## src/rtl/load_store_unit_if.sv

```systemverilog
// Load/store request bus plus data-memory port B.
// master: the side issuing requests and hosting memory port B.
// slave : the load_store_unit itself.
interface load_store_unit_if;
  logic        lsu_request_valid;
  logic        lsu_request_ready;
  logic        lsu_write;
  logic [2:0]  lsu_funct3;
  logic [31:0] lsu_address;
  logic [31:0] lsu_store_data;
  logic [31:0] lsu_load_data;
  logic        lsu_done;
  logic        lsu_fault;
  logic        memory_write_enable_b;
  logic [31:0] memory_access_address_b;
  logic [31:0] memory_write_data_b;
  logic [31:0] memory_read_data_b;

  modport master (
    output lsu_request_valid, lsu_write, lsu_funct3, lsu_address, lsu_store_data,
    output memory_read_data_b,
    input  lsu_request_ready, lsu_load_data, lsu_done, lsu_fault,
    input  memory_write_enable_b, memory_access_address_b, memory_write_data_b
  );

  modport slave (
    input  lsu_request_valid, lsu_write, lsu_funct3, lsu_address, lsu_store_data,
    input  memory_read_data_b,
    output lsu_request_ready, lsu_load_data, lsu_done, lsu_fault,
    output memory_write_enable_b, memory_access_address_b, memory_write_data_b
  );
endinterface

```

## src/rtl/load_store_unit.sv

```systemverilog
// Data-memory access stage: byte-addressed loads/stores onto a word-wide
// memory port B. Sub-word stores use read-modify-write.
// Optional feature: define WAVERV_LSU_MISALIGN_CHECK_EN to fault misaligned
// H/HU/W accesses; otherwise such addresses are forced to natural alignment.
module load_store_unit #(
  parameter int READ_LATENCY = 1
) (
  input logic              clk,
  input logic              rst,
  load_store_unit_if.slave bus
);

  typedef enum logic [2:0] {
    S_IDLE,
    S_READ,
    S_WRITE,
    S_RESPOND,
    S_FAULT
  } state_e;

  localparam logic [1:0] LAST_READ = 2'(READ_LATENCY - 1);

  state_e      state_q, state_d;
  logic [1:0]  cnt_q, cnt_d;
  logic        write_q, write_d;
  logic [2:0]  funct3_q, funct3_d;
  logic [1:0]  offset_q, offset_d;
  logic [15:0] sdata_q, sdata_d;
  logic [31:0] load_data_q, load_data_d;
  logic [31:0] mem_addr_q, mem_addr_d;
  logic [31:0] mem_wdata_q, mem_wdata_d;

  logic        req_legal;
  logic        req_fault;
  logic [31:0] req_addr;
`ifdef WAVERV_LSU_MISALIGN_CHECK_EN
  logic        req_misaligned;
`endif

  // Select the addressed lane and sign- or zero-extend it.
  function automatic logic [31:0] extend_load(input logic [31:0] word,
                                              input logic [2:0]  funct3,
                                              input logic [1:0]  offset);
    logic [31:0] shifted;
    logic [31:0] result;
    shifted = word >> {offset, 3'b000};
    case (funct3)
      3'b000:  result = {{24{shifted[7]}}, shifted[7:0]};
      3'b001:  result = {{16{shifted[15]}}, shifted[15:0]};
      3'b100:  result = {24'h000000, shifted[7:0]};
      3'b101:  result = {16'h0000, shifted[15:0]};
      default: result = word;
    endcase
    return result;
  endfunction

  // Replace the addressed byte/half lane of the read word with store data.
  function automatic logic [31:0] merge_store(input logic [31:0] word,
                                              input logic [15:0] data,
                                              input logic [1:0]  size,
                                              input logic [1:0]  offset);
    logic [31:0] merged;
    merged = word;
    case (size)
      2'b00:   merged[{offset, 3'b000} +: 8] = data[7:0];
      2'b01:   merged[{offset[1], 4'b0000} +: 16] = data;
      default: merged = word;
    endcase
    return merged;
  endfunction

  // Classify the incoming request: legality, fault and aligned address.
  always_comb begin
    req_addr = bus.lsu_address;
    if (bus.lsu_write) begin
      req_legal = bus.lsu_funct3 inside {3'b000, 3'b001, 3'b010};
    end else begin
      req_legal = bus.lsu_funct3 inside {3'b000, 3'b001, 3'b010, 3'b100, 3'b101};
    end
    case (bus.lsu_funct3[1:0])
      2'b01:   req_addr[0]   = 1'b0;
      2'b10:   req_addr[1:0] = 2'b00;
      default: ;
    endcase
`ifdef WAVERV_LSU_MISALIGN_CHECK_EN
    req_misaligned = ((bus.lsu_funct3[1:0] == 2'b01) && bus.lsu_address[0]) ||
                     ((bus.lsu_funct3[1:0] == 2'b10) && (bus.lsu_address[1:0] != 2'b00));
    req_fault = !req_legal || req_misaligned;
`else
    req_fault = !req_legal;
`endif
  end

  // Next-state and output logic of the access FSM.
  always_comb begin
    state_d     = state_q;
    cnt_d       = cnt_q;
    write_d     = write_q;
    funct3_d    = funct3_q;
    offset_d    = offset_q;
    sdata_d     = sdata_q;
    load_data_d = load_data_q;
    mem_addr_d  = mem_addr_q;
    mem_wdata_d = mem_wdata_q;

    case (state_q)
      S_IDLE: begin
        if (bus.lsu_request_valid) begin
          write_d  = bus.lsu_write;
          funct3_d = bus.lsu_funct3;
          offset_d = req_addr[1:0];
          sdata_d  = bus.lsu_store_data[15:0];
          cnt_d    = 2'd0;
          if (req_fault) begin
            state_d = S_FAULT;
          end else if (bus.lsu_write && (bus.lsu_funct3[1:0] == 2'b10)) begin
            mem_addr_d  = {2'b00, req_addr[31:2]};
            mem_wdata_d = bus.lsu_store_data;
            state_d     = S_WRITE;
          end else begin
            mem_addr_d = {2'b00, req_addr[31:2]};
            state_d    = S_READ;
          end
        end
      end
      S_READ: begin
        if (cnt_q == LAST_READ) begin
          if (write_q) begin
            mem_wdata_d = merge_store(bus.memory_read_data_b, sdata_q, funct3_q[1:0], offset_q);
            state_d     = S_WRITE;
          end else begin
            load_data_d = extend_load(bus.memory_read_data_b, funct3_q, offset_q);
            state_d     = S_RESPOND;
          end
        end else begin
          cnt_d = cnt_q + 2'd1;
        end
      end
      S_WRITE:   state_d = S_RESPOND;
      S_RESPOND: state_d = S_IDLE;
      S_FAULT:   state_d = S_IDLE;
      default:   state_d = S_IDLE;
    endcase

    bus.lsu_request_ready       = (state_q == S_IDLE);
    bus.lsu_done                = (state_q == S_RESPOND) || (state_q == S_FAULT);
    bus.lsu_fault               = (state_q == S_FAULT);
    bus.memory_write_enable_b   = (state_q == S_WRITE) && !rst;
    bus.lsu_load_data           = load_data_q;
    bus.memory_access_address_b = mem_addr_q;
    bus.memory_write_data_b     = mem_wdata_q;
  end

  // State and datapath registers; reset discards any in-flight access.
  always_ff @(posedge clk) begin
    if (rst) begin
      state_q     <= S_IDLE;
      cnt_q       <= 2'd0;
      write_q     <= 1'b0;
      funct3_q    <= 3'b000;
      offset_q    <= 2'b00;
      sdata_q     <= 16'h0000;
      load_data_q <= 32'h0;
      mem_addr_q  <= 32'h0;
      mem_wdata_q <= 32'h0;
    end else begin
      state_q     <= state_d;
      cnt_q       <= cnt_d;
      write_q     <= write_d;
      funct3_q    <= funct3_d;
      offset_q    <= offset_d;
      sdata_q     <= sdata_d;
      load_data_q <= load_data_d;
      mem_addr_q  <= mem_addr_d;
      mem_wdata_q <= mem_wdata_d;
    end
  end

endmodule

```

## src/flat_wrapper.sv

```systemverilog
// flat-port wrapper written by rule: the top's interface ports become plain ports
module load_store_unit_flat 
#(
  parameter int READ_LATENCY = 1
)
  (clk, rst, bus_lsu_request_valid, bus_lsu_write, bus_lsu_funct3, bus_lsu_address, bus_lsu_store_data, bus_memory_read_data_b, bus_lsu_request_ready, bus_lsu_load_data, bus_lsu_done, bus_lsu_fault, bus_memory_write_enable_b, bus_memory_access_address_b, bus_memory_write_data_b);
  load_store_unit_if bus_i ();
  input logic clk;
  input logic rst;
  input wire logic [$bits(bus_i.lsu_request_valid)-1:0] bus_lsu_request_valid;
  input wire logic [$bits(bus_i.lsu_write)-1:0] bus_lsu_write;
  input wire logic [$bits(bus_i.lsu_funct3)-1:0] bus_lsu_funct3;
  input wire logic [$bits(bus_i.lsu_address)-1:0] bus_lsu_address;
  input wire logic [$bits(bus_i.lsu_store_data)-1:0] bus_lsu_store_data;
  input wire logic [$bits(bus_i.memory_read_data_b)-1:0] bus_memory_read_data_b;
  output wire logic [$bits(bus_i.lsu_request_ready)-1:0] bus_lsu_request_ready;
  output wire logic [$bits(bus_i.lsu_load_data)-1:0] bus_lsu_load_data;
  output wire logic [$bits(bus_i.lsu_done)-1:0] bus_lsu_done;
  output wire logic [$bits(bus_i.lsu_fault)-1:0] bus_lsu_fault;
  output wire logic [$bits(bus_i.memory_write_enable_b)-1:0] bus_memory_write_enable_b;
  output wire logic [$bits(bus_i.memory_access_address_b)-1:0] bus_memory_access_address_b;
  output wire logic [$bits(bus_i.memory_write_data_b)-1:0] bus_memory_write_data_b;
  assign bus_i.lsu_request_valid = bus_lsu_request_valid;
  assign bus_i.lsu_write = bus_lsu_write;
  assign bus_i.lsu_funct3 = bus_lsu_funct3;
  assign bus_i.lsu_address = bus_lsu_address;
  assign bus_i.lsu_store_data = bus_lsu_store_data;
  assign bus_i.memory_read_data_b = bus_memory_read_data_b;
  assign bus_lsu_request_ready = bus_i.lsu_request_ready;
  assign bus_lsu_load_data = bus_i.lsu_load_data;
  assign bus_lsu_done = bus_i.lsu_done;
  assign bus_lsu_fault = bus_i.lsu_fault;
  assign bus_memory_write_enable_b = bus_i.memory_write_enable_b;
  assign bus_memory_access_address_b = bus_i.memory_access_address_b;
  assign bus_memory_write_data_b = bus_i.memory_write_data_b;
  load_store_unit #(.READ_LATENCY(READ_LATENCY)) u_core (.clk(clk), .rst(rst), .bus(bus_i));
endmodule
```

## config.mk

```make
export PLATFORM = sky130hd
export DESIGN_NAME = load_store_unit_flat
export DESIGN_NICKNAME = d
export VERILOG_FILES = /design/src/rtl/load_store_unit_if.sv /design/src/rtl/load_store_unit.sv /design/src/flat_wrapper.sv
export SDC_FILE = /design/constraint.sdc
export NUM_CORES = 1
export LEC_CHECK = 0
export BUFFER_PORTS_ARGS = -buffer_cell sky130_fd_sc_hd__buf_4
export CAP_MARGIN = 15
export CELL_PAD_IN_SITES_DETAIL_PLACEMENT = 2
export CELL_PAD_IN_SITES_GLOBAL_PLACEMENT = 2
export CORE_ASPECT_RATIO = 1.5
export CORE_MARGIN = 2
export CORE_UTILIZATION = 29
export CTS_CLUSTER_DIAMETER = 50
export DETAILED_ROUTE_END_ITERATION = 10
export GPL_ROUTABILITY_DRIVEN = 0
export GPL_TIMING_DRIVEN = 0
export PLACE_DENSITY_LB_ADDON = 0.1
export REMOVE_ABC_BUFFERS = 1
export SLEW_MARGIN = 40
export SYNTH_ARGS = -nofsm -noshare
export SYNTH_HDL_FRONTEND = slang
export SYNTH_SLANG_ARGS = --single-unit
export TNS_END_PERCENT = 30
```

## constraint.sdc

```tcl
create_clock -name clk -period 3.46 [get_ports clk]
set_clock_uncertainty 0.1 [all_clocks]
set_input_delay 0.346 -clock clk [delete_from_list [all_inputs] [get_ports clk]]
set_output_delay 0.346 -clock clk [all_outputs]
set_load 0.005 [all_outputs]
```

**Word level (Yosys, flattened, before mapping)**

Index checks and enable logic that the tools add are counted.

- Add/sub/neg operators: 3
- Multipliers: 0
- Div/mod/pow operators: 0
- Order comparisons: 0
- Equal/unequal tests: 20
- Shifts and indexed selects: 5
- Mux-type cells: 22
- Bitwise gates (word level): 1
- Reductions and logical operators: 19

Operator list:

| operator | number |
|---|---|
| 32-bit two-way mux | 5 |
| 32-bit case mux with 2 select lines | 2 |
| 32-bit case mux with 4 select lines | 1 |
| 32-bit bitwise mux | 2 |
| 16-bit by 7-bit variable shift with 32-bit output, first input constant | 1 |
| 8-bit by 7-bit variable shift with 32-bit output, first input constant | 1 |
| 16-bit by 7-bit indexed part select with 32-bit output | 1 |
| 8-bit by 7-bit indexed part select with 32-bit output | 1 |
| 32-bit by 5-bit >> shifter with 16-bit output | 1 |
| 3-bit equality test, second input constant | 5 |
| 5-bit negation with 7-bit output | 2 |
| 3-bit by 1-bit equality test with 1-bit output, second input constant | 3 |
| 3-bit by 2-bit equality test with 1-bit output, second input constant | 3 |
| 3-bit zero test | 3 |
| 3-bit two-way mux | 3 |
| 3-bit case mux with 3 select lines | 1 |
| 3-bit AND reduction | 3 |
| 2-bit by 1-bit != test with 1-bit output, second input constant | 4 |
| 2-bit two-way mux | 3 |
| 6-bit AND reduction | 1 |
| 5-bit nonzero test | 1 |
| 2-bit by 1-bit equality test with 1-bit output, second input constant | 2 |
| 2-bit zero test | 2 |
| 1-bit two-way mux | 4 |
| other kinds (12) | 15 |

- Flip-flop bits (word level): 121
- Latch bits: 0
- Bits in writable memories: 0
- Memory bits (read-only): 0
- Input bits: 103
- Output and inout bits: 100
- Logic and storage cells: 79
- Memories: 0

**Depth between registers and ports, before layout**

- Depth in word-level cells: 7
- Mapped depth: 9

**Worst setup path before layout**

Ideal clock, no wire load.

- Kind: reg-to-reg
- Start: reg u_core.offset_q[1]
- End: reg u_core.mem_wdata_q[14], in the netlist u_core.bus.memory_write_data_b[14]
- Setup time: 0.092 ns
- Arrival: 2.307 ns
- Data required time: 3.268 ns
- Path slack: 0.960 ns
- Cell stages (with the launch flop): 10
- Buffers on the path: 3
- Period minus slack after synthesis: 2.500 ns
- Cell sequence: dfxtp_1 > buf_2 > buf_2 > inv_1 > ha_1 > nor4_1 > and4_1 > clkbuf_1 > a2111oi_0 > o32ai_1

- Word-level cells in the longest chain between the ends: 7
- Elaborated cells on any way between the ends: 12
- Those cells by class: add/sub: 2; shift: 4; mux: 6

RTL lines:

| what | line | source |
|---|---|---|
| start, declared | load_store_unit.sv:27 | `logic [1:0] offset_q, offset_d;` |
| start signal, assigned | load_store_unit.sv:171 | `offset_q <= offset_d;` |
| 5-bit negation with 7-bit output, on equally long branches | load_store_unit.sv:66, load_store_unit.sv:65 |  |
| 16-bit by 7-bit indexed part select with 32-bit output, or another cell as far along | load_store_unit.sv:66 | `2'b01: merged[{offset[1], 4'b0000} +: 16] = data;` |
| 32-bit bitwise mux, on equally long branches | load_store_unit.sv:66, load_store_unit.sv:65 |  |
| 32-bit case mux with 2 select lines (*) | load_store_unit.sv:64 | `case (size)` |
| 32-bit two-way mux (*) | load_store_unit.sv:128 | `if (write_q) begin` |
| 32-bit two-way mux (*) | load_store_unit.sv:127 | `if (cnt_q == LAST_READ) begin` |
| 32-bit case mux with 2 select lines (*) | load_store_unit.sv:106 | `case (state_q)` |
| end signal, assigned | load_store_unit.sv:175 | `mem_wdata_q <= mem_wdata_d;` |
| end, declared | load_store_unit.sv:31 | `logic [31:0] mem_wdata_q, mem_wdata_d;` |

Every way passes the cells marked *; elsewhere a longest branch is shown, timed or not. The select of a mux whose other input is x is not followed.
A chain may end at the register's enable or synchronous reset.

**Worst setup path after layout**

- Start: reg u_core.offset_q[0]
- End: reg u_core.mem_wdata_q[18], in the netlist u_core.bus.memory_write_data_b[18]

- Word-level cells in the longest chain between the ends: 7
- Elaborated cells on any way between the ends: 8
- Those cells by class: add/sub: 1; shift: 2; mux: 5

RTL lines:

| what | line | source |
|---|---|---|
| 5-bit negation with 7-bit output (*) | load_store_unit.sv:65 | `2'b00: merged[{offset, 3'b000} +: 8] = data[7:0];` |
| 8-bit by 7-bit indexed part select with 32-bit output or 8-bit by 7-bit variable shift with 32-bit output (tied branches) | load_store_unit.sv:65 |  |
| 32-bit bitwise mux (*) | load_store_unit.sv:65 |  |
| 32-bit case mux with 2 select lines (*) | load_store_unit.sv:64 |  |
| 32-bit two-way mux (*) | load_store_unit.sv:128 |  |
| 32-bit two-way mux (*) | load_store_unit.sv:127 |  |
| 32-bit case mux with 2 select lines (*) | load_store_unit.sv:106 |  |

Marked as above.

==> results.toml <==
[outcome]
outcome = "finished, final reports clean"

[placed_design]
io_buffers = 200
dp_slack_ns = 0.0517
dpl.hpwl_um = 18100

[synthesis]
synthTopCellsByArea = "dfxtp_1, mux2i_1, nor2_1"
yosysSeqAreaShare_pct = 39.8
yosys.cell_types.count = 52
synth_top_area_cell = "dfxtp_1"
synth_edf_count = 0
ys_ff_latch = 121
ys.flop_type = "dfxtp_1"
yosysWarnings = 0
syn_area_mm2 = 0.00608
yosysTopAreaCellShare_pct = 39.8
synthCells = 708
synthArstFlopShare_pct = 0
syn_avg_cell_area_um2 = 8.59

[cts]
cts_max_level = 4
cts.sinks = 121
postCtsHoldBufs = 0
ctsResizeCount = 0
path_clk_slew_ns = 0.06
numCtsBuffers = 17
clk_latency_ns = 0.42
clk_path_buf_depth = 2
cts_tree = "yes"
clockRootBuffer = "clkbuf_16"
postCtsSetupRepairBufs = 0

[layout]
layout_commonest_cell = "buf_4"
nets = 992
synthToLayoutAreaGrowth_pct = 39.7
antenna_cells = 0
seqCellArea_mm2 = 0.00243
multi_input_area_mm2 = 0.00326
drive_gt1_share_pct = 30.7
fill_cells = 2317
finish.utilization_pct = 41.4
final_cell_mix = "buf_4, dfxtp_1, nor2_1, nand2_1, mux2i_1"

[die]
io_pins = 203
core_mm2 = 0.0205
die_w_um = 122
start_util_pct = 29.7
die_area_mm2 = 0.0222
row_count = 64
fp.dieH_um = 181

[setup_path]
cp_slowest_stage_delay_ns = 0.79
cp_num_buf_inv = 1
end_kind = "register"
start_kind = "register"
cp_cell_sequence = "inv_1 > ha_1 > nor4_1 > a41o_1 > a221oi_1 > o32ai_1"
worstPathMaxFanout = 33
crit_slowest_cell = "dfxtp_2"
path_class = "register to register"
required_ns = 3.68
cp.depth = 6
r2r_cells = 6
cp_data_arrival_time_ns = 3.30
path_delay_family = "compound AO/OA/AOI/OAI gates"

[route]
first_pass_iters = 4
via_per_inst = 5.28
drt-total-wl_um = 24400
dr.first_iter.drc_count = 241
wl_per_cell_um = 21.1
drc_errors = 0
vias = 6114
antenna_left = 0

[timing]
period_minus_slack_ns = 3.08
max_clock_freq_mhz = 324
hold_viol_final = 0
setup_ws_ns = 0.378
fin_crit_sh_pct = 89.1
slew_headroom_pct = 47.4
slew_violations = 0
worst_slew_pin_slew_ns = 0.790
rsz0062_at_grt = "no"
setup_viol = 0

[pwr]
vdd_drop_max_v = 0.000318
cellPowerDensity_mw_per_mm2 = 555
p_leak_nw = 3.43

[global_routing]
grt_antenna_before_repair = 0
grt_max_degree = 92
overflow = 0
grt_pass1_wl_um = 37800
grt.total_usage_pct = 22.2
grt_pass1_vias = 6741

[run]
drv_cap = 0

[min_path]
hp-class = "primary input to register"
hold_depth = 3
## power breakdown
part	switching [mW]	internal, mW
logic	0.567	0.516
registers	0.140	1.52
clock network	0.695	1.28
## worst register-to-register path, cell delays in order, from the launching register on
cell,delay (ns)
dfxtp_2,0.79
inv_1,0.32
ha_1,0.31
nor4_1,0.43
a41o_1,0.49
a221oi_1,0.20
o32ai_1,0.32
## stage by stage
stage / hold WS (ns) / setup TNS [ns] / area [um^2] / instances / power [mW]
finish: 0.0564 / 0 / 8500 / 1157 / 4.72
global route: 0.0503 / 0 / 8500 / 1157 / 4.96
CTS: 0.0446 / 0 / 8490 / 1157 / 4.79
detailed placement: 0.354 / 0 / 7840 / 1125 / 2.79
global placement: 0.345 / -119.90 / 7600 / 1110 / 2.68
floorplan: 0.311 / -7.01 / 5770 / 646 / 2.18
## sequential cells by signal (all words and copies together), names as in the netlist
| name | flops |
|---|---|
| u_core.cnt_q | 2 |
| u_core.write_q | 1 |
| u_core.offset_q | 2 |
| u_core.bus.memory_write_data_b | 32 |
| u_core.bus.lsu_load_data | 32 |
| u_core.sdata_q | 16 |
| u_core.state_q | 3 |
| u_core.bus.memory_access_address_b | 30 |
| u_core.funct3_q | 3 |
## worst paths after layout
path | startpoint | slack, ns | to
hold / removal | bus_lsu_address[17] | 0.06 | u_core.bus.memory_access_address_b[15]
hold reg to reg | u_core.bus.memory_write_data_b[19] | 0.36 | u_core.bus.memory_write_data_b[19]
setup reg to reg | u_core.offset_q[0] | 0.38 | u_core.bus.memory_write_data_b[18]
setup / recovery | u_core.offset_q[0] | 0.38 | u_core.bus.memory_write_data_b[18]
## layer usage
metal / wire length, um / up-vias / global-route usage, %
li1: - / 2894 / -
met4: 366 / 0 / 6.34
met5: 0 / - / 0
met3: 1200 / 24 / 3.99
met2: 13100 / 168 / 41.3
met1: 9740 / 3028 / 25.2
## layout make-up
class	count	share of cell area [%]
clock buffers	20	5.51
clock inverters	12	2.18
inverters	40	1.77
multi-input cells	485	38.4
flip-flops and latches	121	28.6
well taps	264	3.89
repair buffers	215	19.6
## cell families after synthesis
group,after synthesis,share of synthesized area [%]
compound gates,201,26.0
xor+xnor,1,0.144
fa+ha+maj,9,1.85
buf+inv,103,7.63
flops,121,39.8
mux,51,8.39
other cells,1,0.0616
simple gates,221,16.1
## synthesized netlist by cell type, drive strengths merged (4+ instances only)
cell type and n:
nor2 100, a22oi 8, a21oi 45, a221o 8, clkbuf 34, nor3b 7, dfxtp 121, nor2b 9
buf 29, nand2b 6, o32ai 32, nand2 80, a311oi 8, a21o 19, inv 40, a211oi 33
ha 9, mux2i 51, nor3 4, a211o 7, a221oi 25, o2bb2ai 7
(Power assumes the default switching activity.)
